**src/rtl/shop_pkg.sv**
```systemverilog
// Shared definitions for the shop front end: ASCII control codes, field sizes,
// assembler state encoding and the command keys used by the controller.
package shop_pkg;

   localparam int A_CHARS_DEFAULT = 7;
   localparam int U_BITS_DEFAULT  = 4;
   localparam int KEY_BITS        = A_CHARS_DEFAULT * 8;

   localparam logic [7:0] TERM_CR = 8'h0D;
   localparam logic [7:0] TERM_LF = 8'h0A;
   localparam logic [7:0] BS      = 8'h08;
   localparam logic [7:0] HASH    = 8'h23;

   typedef enum logic [1:0] {
      COLLECT,
      EMIT,
      DROP
   } state_t;

   // String literals narrower than the word are right-justified and zero-padded,
   // which is exactly the layout the assembler produces.
   localparam logic [KEY_BITS-1:0] KEY_LOGIN    = "Login";
   localparam logic [KEY_BITS-1:0] KEY_LOGOUT   = "Logout";
   localparam logic [KEY_BITS-1:0] KEY_ADD_ITEM = "AddItem";
   localparam logic [KEY_BITS-1:0] KEY_DEL_ITEM = "DelItem";
   localparam logic [KEY_BITS-1:0] KEY_BUY      = "Buy";

   function automatic logic is_term(input logic [7:0] c);
      return (c == TERM_CR) || (c == TERM_LF);
   endfunction

endpackage

```
**src/rtl/shop_hex_decode.sv**
```systemverilog
// Combinational ASCII hex digit decoder: 0-9, A-F, a-f to a 4-bit value.
module shop_hex_decode (
   input  logic [7:0] i_char,
   output logic [3:0] o_val,
   output logic       o_is_hex
);

   // NOTE: every output gets a default first so no path leaves it unassigned (no latch).
   always_comb begin
      o_val    = 4'h0;
      o_is_hex = 1'b0;
      if (i_char >= "0" && i_char <= "9") begin
         o_val    = 4'(i_char - 8'h30);
         o_is_hex = 1'b1;
      end else if (i_char >= "A" && i_char <= "F") begin
         o_val    = 4'(i_char - 8'h37);
         o_is_hex = 1'b1;
      end else if (i_char >= "a" && i_char <= "f") begin
         o_val    = 4'(i_char - 8'h57);
         o_is_hex = 1'b1;
      end
   end

endmodule

```
**src/rtl/shop_cmd_assembler.sv**
```systemverilog
// Byte-serial ASCII token assembler: builds right-justified command words,
// hands each one downstream with a one-cycle pulse and decodes "#h" quantities.
module shop_cmd_assembler
   import shop_pkg::*;
#(
   parameter int A_NUM_ASCII_CHARS = A_CHARS_DEFAULT,
   parameter int A_NUM_BITS        = A_NUM_ASCII_CHARS * 8,
   parameter int U_NUM_BITS        = U_BITS_DEFAULT
) (
   input  logic                  i_clk,
   input  logic                  i_reset,
   input  logic [7:0]            i_byte,
   input  logic                  i_valid,
   output logic                  o_ready,
   input  logic                  i_busy,
   output logic [A_NUM_BITS-1:0] o_a,
   output logic [U_NUM_BITS-1:0] o_u,
   output logic                  o_rdy,
   output logic                  o_err
);

   localparam int CNT_W = $clog2(A_NUM_ASCII_CHARS + 1);

   state_t                  state_q, state_d;
   logic [A_NUM_BITS-1:0]   acc_q,   acc_d;
   logic [CNT_W-1:0]        cnt_q,   cnt_d;
   logic [A_NUM_BITS-1:0]   a_q,     a_d;
   logic [U_NUM_BITS-1:0]   u_q,     u_d;
   logic                    err_q,   err_d;

   logic       accept;
   logic       byte_is_term;
   logic       byte_is_bs;
   logic [3:0] hex_val;
   logic       hex_ok;

   // The most recent character sits in the low byte; a "#h" token has '#' just above it.
   shop_hex_decode u_hex (
      .i_char   (acc_q[7:0]),
      .o_val    (hex_val),
      .o_is_hex (hex_ok)
   );

   assign o_ready      = (state_q != EMIT);
   assign accept       = i_valid && o_ready;
   assign byte_is_term = is_term(i_byte);
   assign byte_is_bs   = (i_byte == BS);

   always_comb begin
      state_d = state_q;
      acc_d   = acc_q;
      cnt_d   = cnt_q;
      a_d     = a_q;
      u_d     = u_q;
      err_d   = 1'b0;
      unique case (state_q)
         COLLECT: begin
            if (accept) begin
               if (byte_is_term) begin
                  if (cnt_q == '0) begin
                     // Empty token (e.g. LF after CR): nothing to deliver.
                  end else if (cnt_q == CNT_W'(2) && acc_q[15:8] == HASH && hex_ok) begin
                     u_d   = U_NUM_BITS'(hex_val);
                     acc_d = '0;
                     cnt_d = '0;
                  end else begin
                     a_d     = acc_q;
                     acc_d   = '0;
                     cnt_d   = '0;
                     state_d = EMIT;
                  end
               end else if (byte_is_bs) begin
                  if (cnt_q != '0) begin
                     acc_d = acc_q >> 8;
                     cnt_d = cnt_q - CNT_W'(1);
                  end
               end else if (cnt_q == CNT_W'(A_NUM_ASCII_CHARS)) begin
                  err_d   = 1'b1;
                  acc_d   = '0;
                  cnt_d   = '0;
                  state_d = DROP;
               end else begin
                  acc_d = {acc_q[A_NUM_BITS-9:0], i_byte};
                  cnt_d = cnt_q + CNT_W'(1);
               end
            end
         end
         EMIT: begin
            if (!i_busy) state_d = COLLECT;
         end
         DROP: begin
            if (accept && byte_is_term) state_d = COLLECT;
         end
         default: state_d = COLLECT;
      endcase
   end

   // NOTE: state updates use <= so every flop samples the pre-edge values of the others.
   always_ff @(posedge i_clk) begin
      if (i_reset) begin
         state_q <= COLLECT;
         acc_q   <= '0;
         cnt_q   <= '0;
         a_q     <= '0;
         u_q     <= '0;
         err_q   <= 1'b0;
      end else begin
         state_q <= state_d;
         acc_q   <= acc_d;
         cnt_q   <= cnt_d;
         a_q     <= a_d;
         u_q     <= u_d;
         err_q   <= err_d;
      end
   end

   // o_rdy must land in the cycle right after TERM, so it is decoded from the EMIT state.
   assign o_rdy = (state_q == EMIT) && !i_busy;
   assign o_a   = a_q;
   assign o_u   = u_q;
   assign o_err = err_q;

endmodule

```
**config.mk**
```make
export PLATFORM = sky130hd
export DESIGN_NAME = shop_cmd_assembler
export DESIGN_NICKNAME = d
export VERILOG_FILES = /design/src/rtl/shop_pkg.sv /design/src/rtl/shop_hex_decode.sv /design/src/rtl/shop_cmd_assembler.sv
export SDC_FILE = /design/constraint.sdc
export NUM_CORES = 1
export LEC_CHECK = 0
export ABC_AREA = 1
export CORE_ASPECT_RATIO = 0.8
export CORE_MARGIN = 10
export CORE_UTILIZATION = 41
export DETAILED_ROUTE_END_ITERATION = 10
export GPL_TIMING_DRIVEN = 1
export SLEW_MARGIN = 25
export SYNTH_ARGS = -nofsm -noshare
export SYNTH_HDL_FRONTEND = slang
export SYNTH_HIERARCHICAL = 1
export SYNTH_SLANG_ARGS = --single-unit
export TNS_END_PERCENT = 20
```
**constraint.sdc**
```tcl
create_clock -name i_clk -period 2 [get_ports i_clk]
set_input_delay 0.2 -clock i_clk [delete_from_list [all_inputs] [get_ports i_clk]]
set_output_delay 0.2 -clock i_clk [all_outputs]
set_load 0.05 [all_outputs]
```
Word-level counts from Yosys, hierarchy flattened
Index checks and enable logic that the tools add are counted.
W data, S select, Z words.
{"block": "word_totals", "reg_bits": 122, "romBits": 0, "mem_bits_rw": 0, "latchBits": 0, "memories": 0, "in_bits": 12}
{"block": "classes", "eq_ne": 18, "magnitude_cmp": 6, "n_div": 0, "bitwise_logic": 4, "shift": 0, "n_mux": 26, "n_reduce_logical": 18, "addsub": 5, "mul": 0}
{"op": "$mux W56", "n": 5}
{"op": "$eq A8 B4 Y1 const B", "n": 3}
{"op": "$ge A8 B7 Y1 const B", "n": 2}
{"op": "$le A8 B7 Y1 const B", "n": 2}
{"op": "$mux W2", "n": 8}
{"op": "$mux W3", "n": 5}
{"op": "$mux W4", "n": 3}
{"op": "$ne A3 B3 Y1 const B", "n": 4}
{"op": "$reduce_and A5 Y1", "n": 2}
{"op": "$eq A8 B6 Y1 const B", "n": 1}
{"op": "$ge A8 B6 Y1 const B", "n": 1}
{"op": "$le A8 B6 Y1 const B", "n": 1}
{"op": "$logic_and A1 B1 Y1", "n": 8}
{"op": "$ne A2 B2 Y1 const B", "n": 4}
{"op": "$sub A4 B3 Y4 const B", "n": 2}
{"op": "$reduce_and A7 Y1", "n": 1}
{"op": "$pmux W2 S3", "n": 1}
{"op": "$reduce_or A5 Y1", "n": 1}
{"op": "$mux W1", "n": 4}
{"op": "$not A1 Y1", "n": 4}
{"op": "$reduce_and A4 Y1", "n": 1}
{"op": "$sub A4 B1 Y4 const B", "n": 1}
{"op": "$add A3 B1 Y3 const B", "n": 1}
{"op": "$eq A3 B2 Y1 const B", "n": 1}
{"op": "11 further kinds", "n": 11}

Longest topological paths before layout
{"block": "depth", "word_depth": 11, "ltp_mapped": 15, "mapped_depth_nobuf": 15}

Cells and area by module
Netlist, hierarchy kept.
{"mod": "shop_cmd_assembler", "cells_per_inst": 780, "n_inst": 1, "seq_area_each_um2": 2442.3, "area_each_um2": 5452.7}
{"mod": "shop_hex_decode", "cells_per_inst": 35, "n_inst": 1, "seq_area_each_um2": 0.0, "area_each_um2": 220.2}

Worst setup path before layout
No wires, ideal clock.
{"block": "synth_path", "path_kind": "reg-to-reg", "from": "register acc_q[0]", "to": "register a_q[10] (netlist: o_a[10])", "required_time_ns": 1.884, "path_stages_with_launch": 14, "path_buffers": 2, "arrival_time_ns": 1.797, "slack_ns": 0.087, "path_cell_list": "dfxtp_1 inv_1 ha_1 nand2_2 nand3_2 nand2_4 nand2_2 nand3_1 nor2_1 nand3b_1 buf_2 buf_2 o21ai_0 nor2_1"}
{"block": "synth_via", "elab_chain_cells": 8, "elab_cells_between_ends": 15, "cone_classes": "order compare (6); mux (3); bitwise (1); reduce/logical (5)"}
{"item": "start, declared", "line_no": "shop_cmd_assembler.sv:25", "text": "logic [A_NUM_BITS-1:0] acc_q, acc_d;"}
{"item": "start signal, assigned", "line_no": "shop_cmd_assembler.sv:102", "text": "acc_q <= '0;"}
{"item": "start signal, assigned", "line_no": "shop_cmd_assembler.sv:109", "text": "acc_q <= acc_d;"}
{"item": "$ge A8 B7 Y1 or $le A8 B7 Y1 (tied branches)", "line_no": "shop_hex_decode.sv:18", "text": "end else if (i_char >= \"a\" && i_char <= \"f\") begin"}
{"item": "$logic_and A1 B1 Y1", "line_no": "shop_hex_decode.sv:18"}
{"item": "$mux W1", "line_no": "shop_hex_decode.sv:18"}
{"item": "$mux W1", "line_no": "shop_hex_decode.sv:15", "text": "end else if (i_char >= \"A\" && i_char <= \"F\") begin"}
{"item": "$mux W1 *", "line_no": "shop_hex_decode.sv:12", "text": "if (i_char >= \"0\" && i_char <= \"9\") begin"}
{"item": "via hex_ok", "line_no": "shop_cmd_assembler.sv:35", "text": "logic hex_ok;"}
{"item": "$logic_and A1 B1 Y1 *", "line_no": "shop_cmd_assembler.sv:62", "text": "end else if (cnt_q == CNT_W'(2) && acc_q[15:8] == HASH && hex_ok) begin"}
{"item": "$not A1 Y1 (no source line) *"}
{"item": "$reduce_and A5 Y1 (no source line) *"}
{"item": "end signal, assigned", "line_no": "shop_cmd_assembler.sv:104", "text": "a_q <= '0;"}
{"item": "end signal, assigned", "line_no": "shop_cmd_assembler.sv:111", "text": "a_q <= a_d;"}
{"item": "end, declared", "line_no": "shop_cmd_assembler.sv:27", "text": "logic [A_NUM_BITS-1:0] a_q, a_d;"}
The timed path passes the listed nets; every way through them passes the cells marked *.
A chain may end at the register's enable or synchronous reset.

Final worst setup path
{"block": "layout_path", "from": "register acc_q[1]", "to": "register a_q[19] (netlist: o_a[19])"}
Same word-level chain as after synthesis.

==> qor.yml <==
synth_nets: 835
crit_path_max_incr_delay_ps: 330
num_antenna_cells: 0
gr-usage-all-layers: 0.1736
leakagePower_nw: 3.407
nets: 939
hold_buffers: 0
cts_tree: "built"
yosysSeqAreaShare: 0.4305
netlist_instances: 815
cts_buffers: 17
worst_pin_slew_ps: 521.4
place_hpwl_um: 10890
skew_ps: 7.063
ant_nets: 0
die-area_mm2: 0.01897
setup_violations: 3
avgViaCountPerCell: 5.004
rsz0062_at_grt: "yes"
grt_pass1_wl_um: 26650
wl_um: 17640
htreeDepth: 4
share_comb_of_total_power: 0.339
yosys.area_share.simple: 0.3229
intPower_mw: 6.760
clock_path_buffers: 2
critical_path_required_ps: 2310
core_mm2: 0.01355
async_flop_share: 0
ys_ff_latch: 122
vias: 5564
p_switching_mw: 4.088
p_clk_frac: 0.318
synthToLayoutAreaGrowth_pct: 40.63
drv_cap: 0
synthAdderAreaFrac: 0.01764
path_class: "flop to flop"
drive_gt1_frac: 0.2253
gp_congestion: 0.8613
clk_latency_ps: 420
synth.area.top_cells: "dfxtp_1 (43%), nor2_1 (14%), nand2_1 (8.7%)"
grt_start_max_net_pins: 102
avgSynthCellArea_um2: 6.961
power_frac_seq: 0.343
setup_slack_ps: -16.63
crit_path_frequent_cell: "nand2_2"
powerDensity_mw_per_mm2: 1360
crit_slowest_cell: "dfxtp_2"
firstDrtPassIters: 5
synth_xor_area_frac: 0
cp_cell_sequence: "inv_2, ha_4, nand2_4, nor2_4, nand2_2, nand2_2, nand2_2, nand3_2, nor2_2, nand3b_1, buf_6, clkbuf_16, o21ai_2, nor2_2"
synth_area_leader_cell: "dfxtp_1"
synth_top_family_by_area: "simple AND/OR/NAND/NOR gates"
status: "complete, but fails checks"
end_kind: "flop"
min_period_ps: 2017
drt_drc_violations_left: 0
fin_cells: 1112
cts_root_buffer: "clkbuf_16"
synth_top_cell_area_share: 0.4305
start_kind: "flop"
placed_cells_incl_taps: 1068
violations: "negative setup slack"
utilization: 0.5887
ir_drop_mv: 0.8362
min_path_type: "flop to flop"
cp_max_fo: 7
numPortBuffers: 74
netSwitchingFraction: 0.3768
worstPathArrival_ps: 2330
io_pins: 75
rows: 38
path_delay_family: "simple AND/OR/NAND/NOR gates"
grt_pass1_vias: 5146
synth-edff-count: 0
synth_mux_area_frac: 0
grt_overflow: 0
initial_core_util: 0.4187
die_x_um: 151.5
ys.flop_type: "dfxtp_1"
drtIter0Drc: 519
syn_area_mm2: 0.005673
yosysWarnings: 6
slew_violations: 0
wl_per_cell_um: 15.86
yosysUniqueCellTypes: 31
fin_crit_sh: 1.008
cts.clk_slew.worst_paths_ps: 60
chipHeight_um: 125.2
path_buf_inv: 3
synth_commonest_cells: "nor2_1 (210), nand2_1 (131), dfxtp_1 (122)"
finalHoldViolations: 0
synth_compound_area_frac: 0.1451
antenna_found_initial: 0
whs_ps: 479.6
fmax_ghz: 0.4959
yosysMostFrequentCell: "nor2_1"
cts.sinks: 122
slew_headroom: 0.6513
finalPower_mw: 10.85
routing by layer:
metal | share of wire | vias to the layer above | global-route usage
li1 | - | 2823 | -
met1 | 0.48 | 2544 | 0.2411
met2 | 0.43 | 175 | 0.2508
met3 | 0.074 | 22 | 0.05407
met4 | 0.014 | 0 | 0.05319
met5 | 0 | - | 0
sequential cells by signal, indices dropped and copies added (netlist names):
name,cells
o_a,56
state_q,2
cnt_q,3
o_err,1
o_u,4
acc_q,56
worst reg2reg max path, stage by stage (launching register included):
cell	delay, ps
dfxtp_2	330
inv_2	80
ha_4	140
nand2_4	50
nor2_4	100
nand2_2	60
nand2_2	70
nand2_2	70
nand3_2	60
nor2_2	40
nand3b_1	270
buf_6	230
clkbuf_16	180
o21ai_2	150
nor2_2	60
cells by family (layout without fill, tap and decap cells):
kind of cell / Yosys count / after routing
simple gates: 428 / 428
compound gates: 148 / 148
flops: 122 / 122
buf+inv: 109 / 226
fa+ha+maj: 8 / 8
stage by stage:
| stage | setup WS [ps] | cell area, µm² | TNS [ps] |
|---|---|---|---|
| 2_1_floorplan | 87.15 | 5673 | 0 |
| 3_3_place_gp | 2.357 | 6854 | 0 |
| 3_5_place_dp | -54.29 | 6854 | -659.8 |
| 4_1_cts | -13.14 | 7551 | -64.34 |
| 5_1_grt | -95.83 | 7978 | -2535 |
| 6_report | -16.63 | 7978 | -21.57 |
placed cells by master, fill, tap and decap left out, types with 9 or more instances in the layout:
master / count
nand2_2: 17
dfxtp_1: 117
a22oi_1: 16
nand3_1: 40
a21oi_1: 18
o21ai_1: 45
clkdlybuf4s50_1: 72
nand2_1: 129
nor2_2: 17
o21ai_2: 34
inv_1: 47
inv_2: 9
buf_4: 45
clkbuf_16: 21
o21ai_0: 18
nor2_1: 200
power by group through the flow:
stage	clock network (mW)	logic (mW)	registers, mW
after global routing	3.58	4.17	3.79
after floorplan	0	2.54	3.44
after CTS	3.48	3.44	3.60
after global placement	0	3.33	3.62
final	3.45	3.68	3.72
after detailed placement	0	3.40	3.64
cell type report:
cell class | instances | area [µm²]
repair buffers | 136 | 1418
flip-flops and latches | 122 | 2449
clock inverters | 11 | 190.2
well taps | 180 | 225.2
fillers | 1222 | 5573
clock buffers | 21 | 470.5
multi-input cells | 584 | 3003
inverters | 58 | 222.7
what timing repair did:
action                     4_1_cts  5_1_grt
setup endpoints to repair       15      108
cloned                           1        7
gates resized for setup          5      115
pin swaps                        0       15
setup buffers                    1        3
worst paths after layout:
check / start / endpoint / slack (ps) / cells past startpoint
setup / recovery: acc_q[1] / o_a[19] / -20 / 14
hold / removal: o_a[16] / o_a[16] / 480 / 2
setup reg to reg: acc_q[1] / o_a[19] / -20 / 14
hold reg to reg: o_a[16] / o_a[16] / 480 / 2
Note: power is estimated with default switching activity, not from simulation.
